$ cat src/rtl/hazard_pkg.sv
`default_nettype none
// hazard_pkg: forwarding encodings, FSM state type, producer slot and counter width
// shared by the hazard controller and its forwarding selectors.
package hazard_pkg;

  localparam int CNT_W = 16;

  localparam logic [1:0] FWD_REG = 2'b00;
  localparam logic [1:0] FWD_EX  = 2'b01;
  localparam logic [1:0] FWD_MEM = 2'b10;
  localparam logic [1:0] FWD_WB  = 2'b11;

  typedef enum logic [1:0] {
    ST_RUN   = 2'd0,
    ST_DRAIN = 2'd1,
    ST_HALT  = 2'd2
  } state_t;

  typedef struct packed {
    logic       valid;
    logic [4:0] dst;
    logic       load;
  } slot_t;

endpackage
`default_nettype wire

$ cat src/rtl/hazard_ctrl_fwd_sel.sv
`default_nettype none
// fwd_sel: picks the youngest in-flight producer of one source operand and
// flags a match against a load still sitting in EX.
module fwd_sel
  import hazard_pkg::*;
(
  input  logic [4:0] i_src,
  input  logic       i_use,
  input  slot_t      i_ex,
  input  slot_t      i_mem,
  input  slot_t      i_wb,
  output logic [1:0] o_fwd,
  output logic       o_load_hit
);

  logic w_src_live;
  logic w_hit_ex;
  logic w_hit_mem;
  logic w_hit_wb;
  logic w_unused;

  assign w_src_live = i_use && (i_src != 5'd0);
  assign w_hit_ex   = w_src_live && i_ex.valid  && (i_ex.dst  == i_src);
  assign w_hit_mem  = w_src_live && i_mem.valid && (i_mem.dst == i_src);
  assign w_hit_wb   = w_src_live && i_wb.valid  && (i_wb.dst  == i_src);
  assign w_unused   = ^{i_mem.load, i_wb.load};

  // A load in EX has no data yet, so its match falls through to older slots.
  always_comb begin
    o_fwd = FWD_REG;
    if (w_hit_ex && !i_ex.load) begin
      o_fwd = FWD_EX;
    end else if (w_hit_mem) begin
      o_fwd = FWD_MEM;
    end else if (w_hit_wb) begin
      o_fwd = FWD_WB;
    end
  end

  assign o_load_hit = w_hit_ex && i_ex.load;

endmodule
`default_nettype wire

$ cat src/rtl/hazard_ctrl.sv
`default_nettype none
// hazard_ctrl: 5-stage pipeline hazard unit -- forwarding, load-use stall,
// branch flush, syscall drain/halt FSM and saturating event counters.
module hazard_ctrl
  import hazard_pkg::*;
(
  input  logic             clk,
  input  logic             rst_n,
  input  logic             id_valid,
  input  logic [4:0]       id_r1_pos,
  input  logic [4:0]       id_r2_pos,
  input  logic             id_use_r1,
  input  logic             id_use_r2,
  input  logic [4:0]       id_dst,
  input  logic             id_we,
  input  logic             id_load,
  input  logic             id_syscall,
  input  logic             ex_br_taken,
  input  logic             resume,
  output logic             stall_pc,
  output logic             flush_ifid,
  output logic             bubble_idex,
  output logic [1:0]       fwd_a,
  output logic [1:0]       fwd_b,
  output logic             halted,
  output logic [CNT_W-1:0] stall_cnt,
  output logic [CNT_W-1:0] flush_cnt
);

  slot_t            r_ex, r_mem, r_wb;
  slot_t            w_ex_nxt;
  state_t           r_state, w_state_nxt;
  logic [CNT_W-1:0] r_stall_cnt, r_flush_cnt;
  logic             w_lh_a, w_lh_b;
  logic             w_flush, w_load_use, w_all_empty;
  logic             w_stall, w_bubble, w_halted;

  fwd_sel u_fwd_a (
    .i_src      (id_r1_pos),
    .i_use      (id_use_r1),
    .i_ex       (r_ex),
    .i_mem      (r_mem),
    .i_wb       (r_wb),
    .o_fwd      (fwd_a),
    .o_load_hit (w_lh_a)
  );

  fwd_sel u_fwd_b (
    .i_src      (id_r2_pos),
    .i_use      (id_use_r2),
    .i_ex       (r_ex),
    .i_mem      (r_mem),
    .i_wb       (r_wb),
    .o_fwd      (fwd_b),
    .o_load_hit (w_lh_b)
  );

  // Gated by rst_n so the flush output is quiet while reset is held.
  assign w_flush     = ex_br_taken & rst_n;
  assign w_load_use  = (w_lh_a | w_lh_b) & (r_state == ST_RUN) & ~w_flush;
  assign w_all_empty = ~(r_ex.valid | r_mem.valid | r_wb.valid);

  always_comb begin
    w_state_nxt = r_state;
    w_stall     = w_load_use;
    w_bubble    = w_flush | w_load_use;
    w_halted    = 1'b0;
    case (r_state)
      ST_RUN: begin
        if (id_valid && id_syscall && !w_load_use && !w_flush) begin
          w_state_nxt = ST_DRAIN;
        end
      end
      ST_DRAIN: begin
        w_stall  = 1'b1;
        w_bubble = 1'b1;
        if (w_all_empty) begin
          w_state_nxt = ST_HALT;
        end
      end
      ST_HALT: begin
        w_stall  = 1'b1;
        w_bubble = 1'b1;
        w_halted = 1'b1;
        if (resume) begin
          w_state_nxt = ST_RUN;
        end
      end
      default: w_state_nxt = ST_RUN;
    endcase
  end

  always_comb begin
    w_ex_nxt = '0;
    if (!w_bubble) begin
      w_ex_nxt.valid = id_valid & id_we & (id_dst != 5'd0);
      w_ex_nxt.dst   = id_dst;
      w_ex_nxt.load  = id_load;
    end
  end

  always_ff @(posedge clk or negedge rst_n) begin
    if (!rst_n) begin
      r_state     <= ST_RUN;
      r_ex        <= '0;
      r_mem       <= '0;
      r_wb        <= '0;
      r_stall_cnt <= '0;
      r_flush_cnt <= '0;
    end else begin
      r_state <= w_state_nxt;
      r_ex    <= w_ex_nxt;
      r_mem   <= r_ex;
      r_wb    <= r_mem;
      if (w_load_use && (r_stall_cnt != '1)) begin
        r_stall_cnt <= r_stall_cnt + 1'b1;
      end
      if (w_flush && (r_flush_cnt != '1)) begin
        r_flush_cnt <= r_flush_cnt + 1'b1;
      end
    end
  end

  assign stall_pc    = w_stall;
  assign bubble_idex = w_bubble;
  assign flush_ifid  = w_flush;
  assign halted      = w_halted;
  assign stall_cnt   = r_stall_cnt;
  assign flush_cnt   = r_flush_cnt;

endmodule
`default_nettype wire

$ cat config.mk
export PLATFORM = sky130hd
export DESIGN_NAME = hazard_ctrl
export DESIGN_NICKNAME = d
export VERILOG_FILES = /design/src/rtl/hazard_pkg.sv /design/src/rtl/hazard_ctrl_fwd_sel.sv /design/src/rtl/hazard_ctrl.sv
export SDC_FILE = /design/constraint.sdc
export NUM_CORES = 1
export LEC_CHECK = 0
export ABC_AREA = 0
export CORE_UTILIZATION = 45
export CTS_CLUSTER_DIAMETER = 200
export CTS_CLUSTER_SIZE = 40
export DETAILED_ROUTE_END_ITERATION = 8
export PLACE_DENSITY = 0.74
export SYNTH_ARGS = -nofsm -noshare
export SYNTH_HDL_FRONTEND = slang
export SYNTH_SLANG_ARGS = --single-unit
$ cat constraint.sdc
create_clock -name clk -period 2 [get_ports clk]
set_input_delay 0.3 -clock clk [delete_from_list [all_inputs] [get_ports clk]]
set_output_delay 0.3 -clock clk [all_outputs]
set_load 0.01 [all_outputs]
=== After elaboration in Yosys (flattened, before gate mapping) ===
Cells that the tools add are included.
W data, S select, Z words.

* $add $sub $neg: 2
* Equal/unequal tests: 13
* Muxes and demuxes: 14
* Bitwise logic cells: 10
* Reductions and logical operators: 32

{| class="wikitable"
|+ Operators with widths
! operator !! number
|-
| $add A16 B1 Y16 const B || 2
|-
| $ne A16 B16 Y1 const B || 2
|-
| $eq A5 B5 Y1 || 6
|-
| $logic_and A1 B1 Y1 || 23
|-
| $mux W2 || 9
|-
| $reduce_bool A5 Y1 || 3
|-
| $mux W7 || 1
|-
| $pmux W2 S3 || 1
|-
| $and A1 B1 Y1 || 5
|-
| $ne A2 B2 Y1 const B || 2
|-
| $or A1 B1 Y1 || 4
|-
| $logic_not A1 Y1 || 3
|-
| $mux W1 || 3
|-
| $reduce_and A3 Y1 || 1
|-
| $eq A2 B1 Y1 const B || 1
|-
| $eq A2 B2 Y1 const B || 1
|-
| $logic_not A2 Y1 || 1
|-
| $ne A2 B1 Y1 const B || 1
|-
| $reduce_or A2 Y1 || 1
|-
| $not A1 Y1 || 1
|}

* Bits in registers: 53
* Bits of input ports: 25
* Output and inout bits: 40
* Word-level logic and storage cells: 81

=== Logic depth before layout (Yosys ltp) ===
Gate-level depths: netlist (run 1).

* Word-level depth: 13
* Depth in mapped cells: 8
* Depth with buffers taken out: 8

=== Cells and area by module ===
Synthesis (run 1) repeated with hierarchy kept, for this count alone.

* Cells, all modules: 262
* Area total of the unflattened synthesis: 2890.3 um^2

{| class="wikitable"
|+ By module, submodules not included
! module !! times used !! cells each !! area each (um^2) !! sequential area each (um^2)
|-
| hazard_ctrl || 1 || 202 || 2434.8 || 1376.3
|-
| fwd_sel || 2 || 30 || 227.7 || 0.0
|}

=== Worst setup path after synthesis (run 1) ===
OpenSTA, ideal clock, no wires.

* Path kind: reg2reg
* Start point: register r_flush_cnt[0], in the netlist flush_cnt[0]
* End point: register r_flush_cnt[8], in the netlist flush_cnt[8]
* Setup time: 0.126 ns
* Data arrival time: 1.836 ns
* Data required time: 1.874 ns
* Setup slack: 0.038 ns
* Stages on the path, launching flop included: 8
* Path buffers: 0
* Period minus slack after synthesis: 1.962 ns
* Path through: dfrtp_1 -> ha_1 -> nand2_1 -> nor4_1 -> a21oi_1 -> nor3b_1 -> nand4_1 -> xnor2_1

* Cells in the longest elaborated chain, start to end: 2
* Elaborated cells between the ends (all ways): 3
* Classes of those cells: add/sub (1); eq/ne (1); reduce/logical (1)

{| class="wikitable"
|+ RTL lines
! element !! line !! text
|-
| start: declaration || hazard_ctrl.sv:33 || <nowiki>logic [CNT_W-1:0] r_stall_cnt, r_flush_cnt;</nowiki>
|-
| start signal: assignment || hazard_ctrl.sv:119 || <nowiki>r_flush_cnt <= r_flush_cnt + 1'b1;</nowiki>
|-
| branches (longest 2 deep; another with $add A16 B1 Y16) || -- ||
|}

Several ways; the timed one is not identified.
A chain may end at the register's enable or synchronous reset.

=== Worst setup path after layout (run 1) ===
* Start point: register r_ex[4] (netlist bit)
* End point: output port stall_pc

* Cells in the longest elaborated chain, start to end: 7
* Elaborated cells between the ends (all ways): 10
* Classes of those cells: eq/ne (2); mux (1); bitwise (3); reduce/logical (4)

{| class="wikitable"
|+ RTL lines
! element !! line !! text
|-
| start: declaration || hazard_ctrl.sv:30 || <nowiki>slot_t r_ex, r_mem, r_wb;</nowiki>
|-
| start signal: assignment || hazard_ctrl.sv:112 || <nowiki>r_ex <= w_ex_nxt;</nowiki>
|-
| $eq A5 B5 Y1 || hazard_ctrl_fwd_sel.sv:23 || <nowiki>assign w_hit_ex = w_src_live && i_ex.valid && (i_ex.dst == i_src);</nowiki>
|-
| $logic_and A1 B1 Y1 || hazard_ctrl_fwd_sel.sv:23 ||
|-
| $logic_and A1 B1 Y1 || hazard_ctrl_fwd_sel.sv:40 || <nowiki>assign o_load_hit = w_hit_ex && i_ex.load;</nowiki>
|-
| $or A1 B1 Y1 * || hazard_ctrl.sv:60 || <nowiki>assign w_load_use = (w_lh_a | w_lh_b) & (r_state == ST_RUN) & ~w_flush;</nowiki>
|-
| $and A1 B1 Y1 * (2 in a row) || hazard_ctrl.sv:60 ||
|-
| $mux W1 * || hazard_ctrl.sv:68 || <nowiki>case (r_state)</nowiki>
|-
| end: declaration || hazard_ctrl.sv:20 || <nowiki>output logic stall_pc,</nowiki>
|}

Every way passes the cells marked *; elsewhere a longest branch is shown, timed or not.

==> results of run 1 <==
## logic make-up after synthesis
logic type / after synthesis / share of synthesized area [%]
fa+ha+maj: 6 / 2.78
xor+xnor: 60 / 19.5
flops: 53 / 49.2
simple gates: 90 / 20.4
compound gates: 17 / 5.24
buf+inv: 10 / 1.67
mux: 3 / 1.25
## sequential cells by signal (all words and copies together) (netlist names)
register and cells:
r_mem 6, stall_cnt 16, r_state 2, flush_cnt 16
r_wb 6, r_ex 7
## cell usage after synthesis (3+ instances only)
library cell	n
dfrtp_1	53
xor2_1	32
xnor2_1	28
nand2_1	18
nand3_1	13
nand4_1	12
nor2_1	9
inv_1	8
and2_1	7
ha_1	6
nor3_1	6
nor4_1	5
a211oi_1	3
and3_1	3
and4_1	3
nor3b_1	3
## per-stage QoR
step | cells | hold WS [ns] | setup slack (ns) | utilization [%]
3_5_place_dp | 420 | 0.426 | -0.847 | 66.6
5_1_grt | 440 | 0.191 | -0.398 | 72.4
2_1_floorplan | 239 | 0.00441 | 0.0377 | -
4_1_cts | 437 | 0.177 | -0.339 | 71.1
6_report | 440 | 0.149 | -0.289 | 72.4
3_3_place_gp | 420 | 0.425 | -0.808 | 66.6
## report_power, final
part / switching (W) / internal (W)
logic: 0.000561 / 0.000690
registers: 0.000212 / 0.00126
clock network: 0.000348 / 0.000376
## worst reg2reg max path, stage by stage, from the launching register on
cell and delay (ns):
dfrtp_1 0.45, xor2_2 0.18, nor4_4 0.34, nand4b_4 0.17, buf_4 0.17, buf_6 0.12
a211oi_4 0.24, buf_6 0.16, mux2_4 0.30
## cell type report
class	instances	area, um2
clock inverters	2	38.8
well taps	72	90.1
clock buffers	6	72.6
repair buffers	123	1080
multi-input cells	176	1440
inverters	8	30.0
fillers	414	1560
flip-flops and latches	53	1330
## path summary, 6_finish.rpt
check                           startpoint           end  slack, ns  depth (start not counted)
worst max register to register     r_ex[4]  stall_cnt[1]      -0.23                          8
worst max-delay path               r_ex[4]      stall_pc      -0.29                          6
max in group asynchronous            rst_n       r_ex[5]       1.37                          2
worst min register to register    r_mem[1]       r_wb[1]       0.45                          0
worst min-delay path                 rst_n  stall_cnt[4]       0.15                          2
min in group clk                  r_mem[1]       r_wb[1]       0.45                          0
## layer usage
metal / vias up / track usage (%) / routed length (um)
li1: 1080 / - / -
met1: 1136 / 31.6 / 3110
met2: 54 / 36.7 / 3310
met3: 8 / 5.60 / 340
met4: 0 / 7.45 / 104
met5: - / 0 / 0
## repair_timing
item / CTS / global route
pin swaps: 15 / 12
buffers inserted: 12 / 4
gates resized for setup: 54 / 14
setup endpoints to repair: 29 / 35
==> results.py, run 1 <==
metrics = {
    "outcome": {
        "status": "complete, but fails checks",
        "violations": "setup timing",
    },
    "sta": {
        "timing.fmax_ghz": 0.437,
        "setup_viol": 19,
        "fin_crit_ns": 2.29,
        "worstMarginPinSlew_ns": 0.658,
        "hold_viol": 0,
        "tns_ns": -2.68,
        "period_share_pct": 114,
        "grt_setup_unrepaired": "true",
        "slew_headroom_pct": 56.2,
        "setup_slack_ns": -0.289,
        "finClkSkew_ns": 0.00935,
        "maxSlewViolCount": 0,
    },
    "synthesis": {
        "ys_types": 42,
        "synth_edf_count": 0,
        "synth.avg_cell_area_um2": 11.3,
        "ys_ff_latch": 53,
        "async_flop_share_pct": 100,
        "syn_inst": 239,
        "syn-num-nets": 270,
        "synth_top_area_cell": "dfrtp_1",
        "synth_seq_area_share_pct": 49.2,
        "synthesis.area_um2": 2700,
        "yosys_warnings": 0,
        "synth_ff_type": "dfrtp_1",
        "yosys.area.top_type_share_pct": 49.2,
        "synth_area_leaders": "dfrtp_1, xor2_1, xnor2_1",
    },
    "global_routing": {
        "grt_pass1_vias": 2224,
        "grt_max_degree": 54,
        "track_usage_pct": 23.3,
        "grt_pass1_wl_um": 11000,
        "grt_antenna_before_repair": 0,
        "grt_overflow_total": 0,
    },
    "critical_path": {
        "cp_max_fo": 4,
        "crit_arrival_ns": 1.99,
        "required_ns": 1.70,
        "slowest_delay_ns": 0.45,
        "critPathSlowestCell": "dfrtp_1",
        "crit_buf_inv": 1,
        "end_kind": "primary output",
        "crit_type": "register to primary output",
        "critPathTopFamily": "simple AND/OR/NAND/NOR gates",
        "start_kind": "register",
        "crit_chain": "xor2_2 > nor4_4 > nand4b_4 > a21oi_4 > a21o_1 > buf_6",
    },
    "final_layout": {
        "diodes": 0,
        "fin_nets": 398,
        "final_area_um2": 4090,
        "drive_gt1_share_pct": 28.3,
        "area_growth_pct": 51.5,
        "final_common_cell": "dfrtp_1",
        "layout_common_cells": "dfrtp_1, buf_4, clkdlybuf4s50_1",
    },
    "floorplan": {
        "initial_core_util_pct": 47.8,
        "pin_count": 65,
        "rows": 27,
        "dieArea_um2": 6310,
        "die_h_um": 79.4,
        "fp.dieW_um": 79.4,
        "core-area_um2": 5640,
    },
    "routing": {
        "viasPerCell": 5.18,
        "ant_nets": 0,
        "detail_route.first_pass.iterations": 4,
        "wl_per_cell_um": 15.6,
        "post-route-drc-count": 0,
        "wl_um": 6870,
        "first_iter_violations": 94,
        "vias": 2278,
    },
    "power": {
        "irDropWorstVdd_mv": 0.608,
        "power.leakage_nw": 1.89,
        "power.total_w": 0.00345,
        "power_per_cell_area_nw_per_um2": 845,
    },
    "placed_design": {
        "place_congestion": 0.891,
        "dpl_cell_area_um2": 3760,
        "io_buffers": 64,
        "dpl.hpwl_um": 4680,
    },
    "clock_tree": {
        "cts_tree": "yes",
        "clockBufferDepth": 2,
        "path_clk_slew_ns": 0.10,
        "cts_hold_buf": 0,
        "clock_latency_ns": 0.31,
        "cts.sinks": 53,
        "ctsRootBufferMaster": "clkbuf_8",
        "cts_made_buffers": 5,
        "ctsHtreeMaxLevel": 2,
    },
    "job": {
        "maxCapViolCount": 0,
    },
    "hold_path": {
        "hold_path_class": "input pin to asynchronous set/reset pin",
    },
}
Power figures use the tool's default switching activity.
==> inputs of run 2 (changes only) <==
CORE_UTILIZATION = 53   (was 45)
DONT_BUFFER_PORTS = 1   (was unset)
PLACE_DENSITY = 0.69   (was 0.74)
SLEW_MARGIN = 20   (was unset)
==> run 2 against run 1 <==
Compared with the run above:
- the run still ends with setup timing left
- clock-buffer cell count stayed put
- first-iteration DRC count unchanged
- global-route usage down 0.052 points
- combinational power shrank 27%
- final cell count fell by 18%
- sequential share of layout area grew 6.5 points
- design area fell by 17%
- utilization fell by 1.8 points
- flip-flop and latch count unchanged
- non-clock buffer count decreased by 75
- critical path type unchanged
- largest power group unchanged
- highest routed layer unchanged
==> results.py, run 2 (synthesis gave the netlist of run 1 again) <==
metrics = {
    "outcome": {
        "status": "complete, but fails checks",
        "violations": "setup timing",
    },
    "final_layout": {
        "drive_gt1_share_pct": 27.6,
        "final_common_cell": "dfrtp_1",
        "area_growth_pct": 26.2,
        "layout_common_cells": "dfrtp_1, buf_4, xor2_1",
        "multi_input_area_um2": 1440,
        "n_fill_cell": 351,
        "layout.cells.non_filler": 361,
        "fin_nets": 323,
        "final_area_um2": 3400,
        "seq_area_um2": 1330,
        "utilization_pct": 70.6,
    },
    "floorplan": {
        "initial_core_util_pct": 56.0,
        "fp.dieW_um": 73.3,
        "dieArea_um2": 5380,
        "pin_count": 65,
        "rows": 25,
        "core-area_um2": 4820,
        "die_h_um": 73.3,
    },
    "sta": {
        "setup_viol": 23,
        "hold_viol": 0,
        "fin_crit_ns": 2.26,
        "worstMarginPinSlew_ns": 0.413,
        "slew_headroom_pct": 72.2,
        "finClkSkew_ns": 0.00880,
        "maxSlewViolCount": 0,
        "period_share_pct": 113,
        "setup_slack_ns": -0.256,
        "grt_setup_unrepaired": "true",
        "timing.fmax_ghz": 0.443,
    },
    "routing": {
        "viasPerCell": 5.49,
        "post-route-drc-count": 0,
        "detail_route.first_pass.iterations": 4,
        "first_iter_violations": 94,
        "wl_per_cell_um": 16.2,
        "vias": 1981,
        "wl_um": 5850,
        "ant_nets": 0,
    },
    "critical_path": {
        "slowest_delay_ns": 0.40,
        "crit_type": "register to primary output",
        "r2r_cells": 8,
        "reg2reg_from": "r_ex[5]",
        "required_ns": 1.70,
        "crit_buf_inv": 1,
        "end_kind": "primary output",
        "r2r_slack_ns": -0.20,
        "critPathSlowestCell": "dfrtp_1",
        "crit_cells": 6,
        "worstSetupStartpoint": "r_ex[5]",
        "crit_chain": "buf_4 > xor2_1 > nor4_4 > nand4b_4 > a21oi_4 > a21o_1",
        "critPathTopFamily": "simple AND/OR/NAND/NOR gates",
        "cp_max_fo": 4,
        "crit_arrival_ns": 1.96,
        "r2r_end": "stall_cnt[1]",
        "start_kind": "register",
    },
    "global_routing": {
        "use_met3_pct": 8.50,
        "globalRouteMet2Util_pct": 38.5,
        "grt_antenna_before_repair": 1,
        "grt_overflow_total": 0,
        "met1_usage_pct": 27.9,
        "grt.busiest_layer": "met2",
        "grt_pass1_vias": 2011,
        "grt_pass1_wl_um": 9250,
        "grt_max_degree": 54,
        "track_usage_pct": 23.2,
    },
    "clock_tree": {
        "cts_made_buffers": 5,
        "path_clk_slew_ns": 0.09,
        "clockBufferDepth": 2,
        "ctsRootBufferMaster": "clkbuf_8",
        "clock_latency_ns": 0.30,
        "cts.sinks": 53,
        "ctsHtreeMaxLevel": 2,
        "cts_tree": "yes",
    },
    "placed_design": {
        "io_buffers": 0,
        "place_congestion": 0.845,
        "dpl.hpwl_um": 4200,
        "dp_cells": 338,
        "dpl_cell_area_um2": 3020,
    },
    "power": {
        "power.leakage_nw": 1.60,
        "power_per_cell_area_nw_per_um2": 921,
        "irDropWorstVdd_mv": 0.786,
    },
    "hold_path": {
        "min_path_cells": 1,
        "hold_start": "id_dst[3]",
        "holdPathEnd": "r_ex[4]",
        "hold_path_class": "input pin to register",
    },
    "job": {
        "maxCapViolCount": 0,
    },
}
-- run 2: cell count changes in the layout (fill, tap and decap cells not counted), moves of 2 or more --
cell,delta
clkdlybuf4s50_1,-47
buf_4,-10
dlygate4sd2_1,-10
buf_6,-6
buf_2,-4
xor2_2,-4
nor3_1,+2
nor3_2,-2
xor2_1,+2
xor2_4,+2
-- run 2: worst reg2reg max path, delay by kind of cell (launching register included) --
family                    cells  cell delay [ns]
buffers and inverters         3             0.49
DFF                           1             0.40
AOI/OAI and AO/OA             1             0.25
xor gates and xnor gates      1             0.16
and+or+nand+nor               2             0.51
muxes                         1             0.29
-- run 2: metal layers --
metal,vias to the layer above,routed length [um]
li1,932,-
met1,975,2410
met2,68,2930
met3,6,452
met4,0,62
met5,-,0
-- run 2: where the power goes --
part	switching [W]	leakage (nW)	internal, W
Combinational	0.000459	0.836	0.000448
Sequential	0.000208	0.705	0.00126
Clock	0.000350	0.0574	0.000407
-- run 2: how the worst max path moves through the flow --
stage	endpoint
floorplan	flush_cnt[8]
global placement	fwd_a[1]
detailed placement	stall_cnt[1]
CTS	stall_pc
global route	stall_pc
finish	stall_pc
-- run 2: repair_timing --
action	CTS	global route
endpoints found under the setup margin	18	30
buffers inserted	5	8
gates resized for setup	14	12
hold buffers	2	0
pin swaps	13	16
hold endpoints to repair	53	0
-- run 2: stage by stage --
stage | worst slack [ns] | hold slack [ns] | total power, W | TNS (ns)
global route | -0.330 | 0.0964 | 0.00330 | -4.58
finish | -0.256 | 0.119 | 0.00313 | -2.51
CTS | -0.186 | 0.108 | 0.00307 | -0.905
detailed placement | -0.0693 | 0.00506 | 0.00224 | -0.162
global placement | 0.0275 | 0.00548 | 0.00221 | 0
floorplan | 0.0377 | 0.00441 | 0.00198 | 0
-- run 2: layout make-up --
class | count | area share [%]
Clock inverter | 2 | 1.10
Tap cell | 67 | 2.46
Timing Repair Buffer | 48 | 11.8
Multi-Input combinational cell | 176 | 42.3
Sequential cell | 53 | 39.0
Inverter | 8 | 0.883
Antenna cell | 1 | 0.0736
Clock buffer | 6 | 2.43
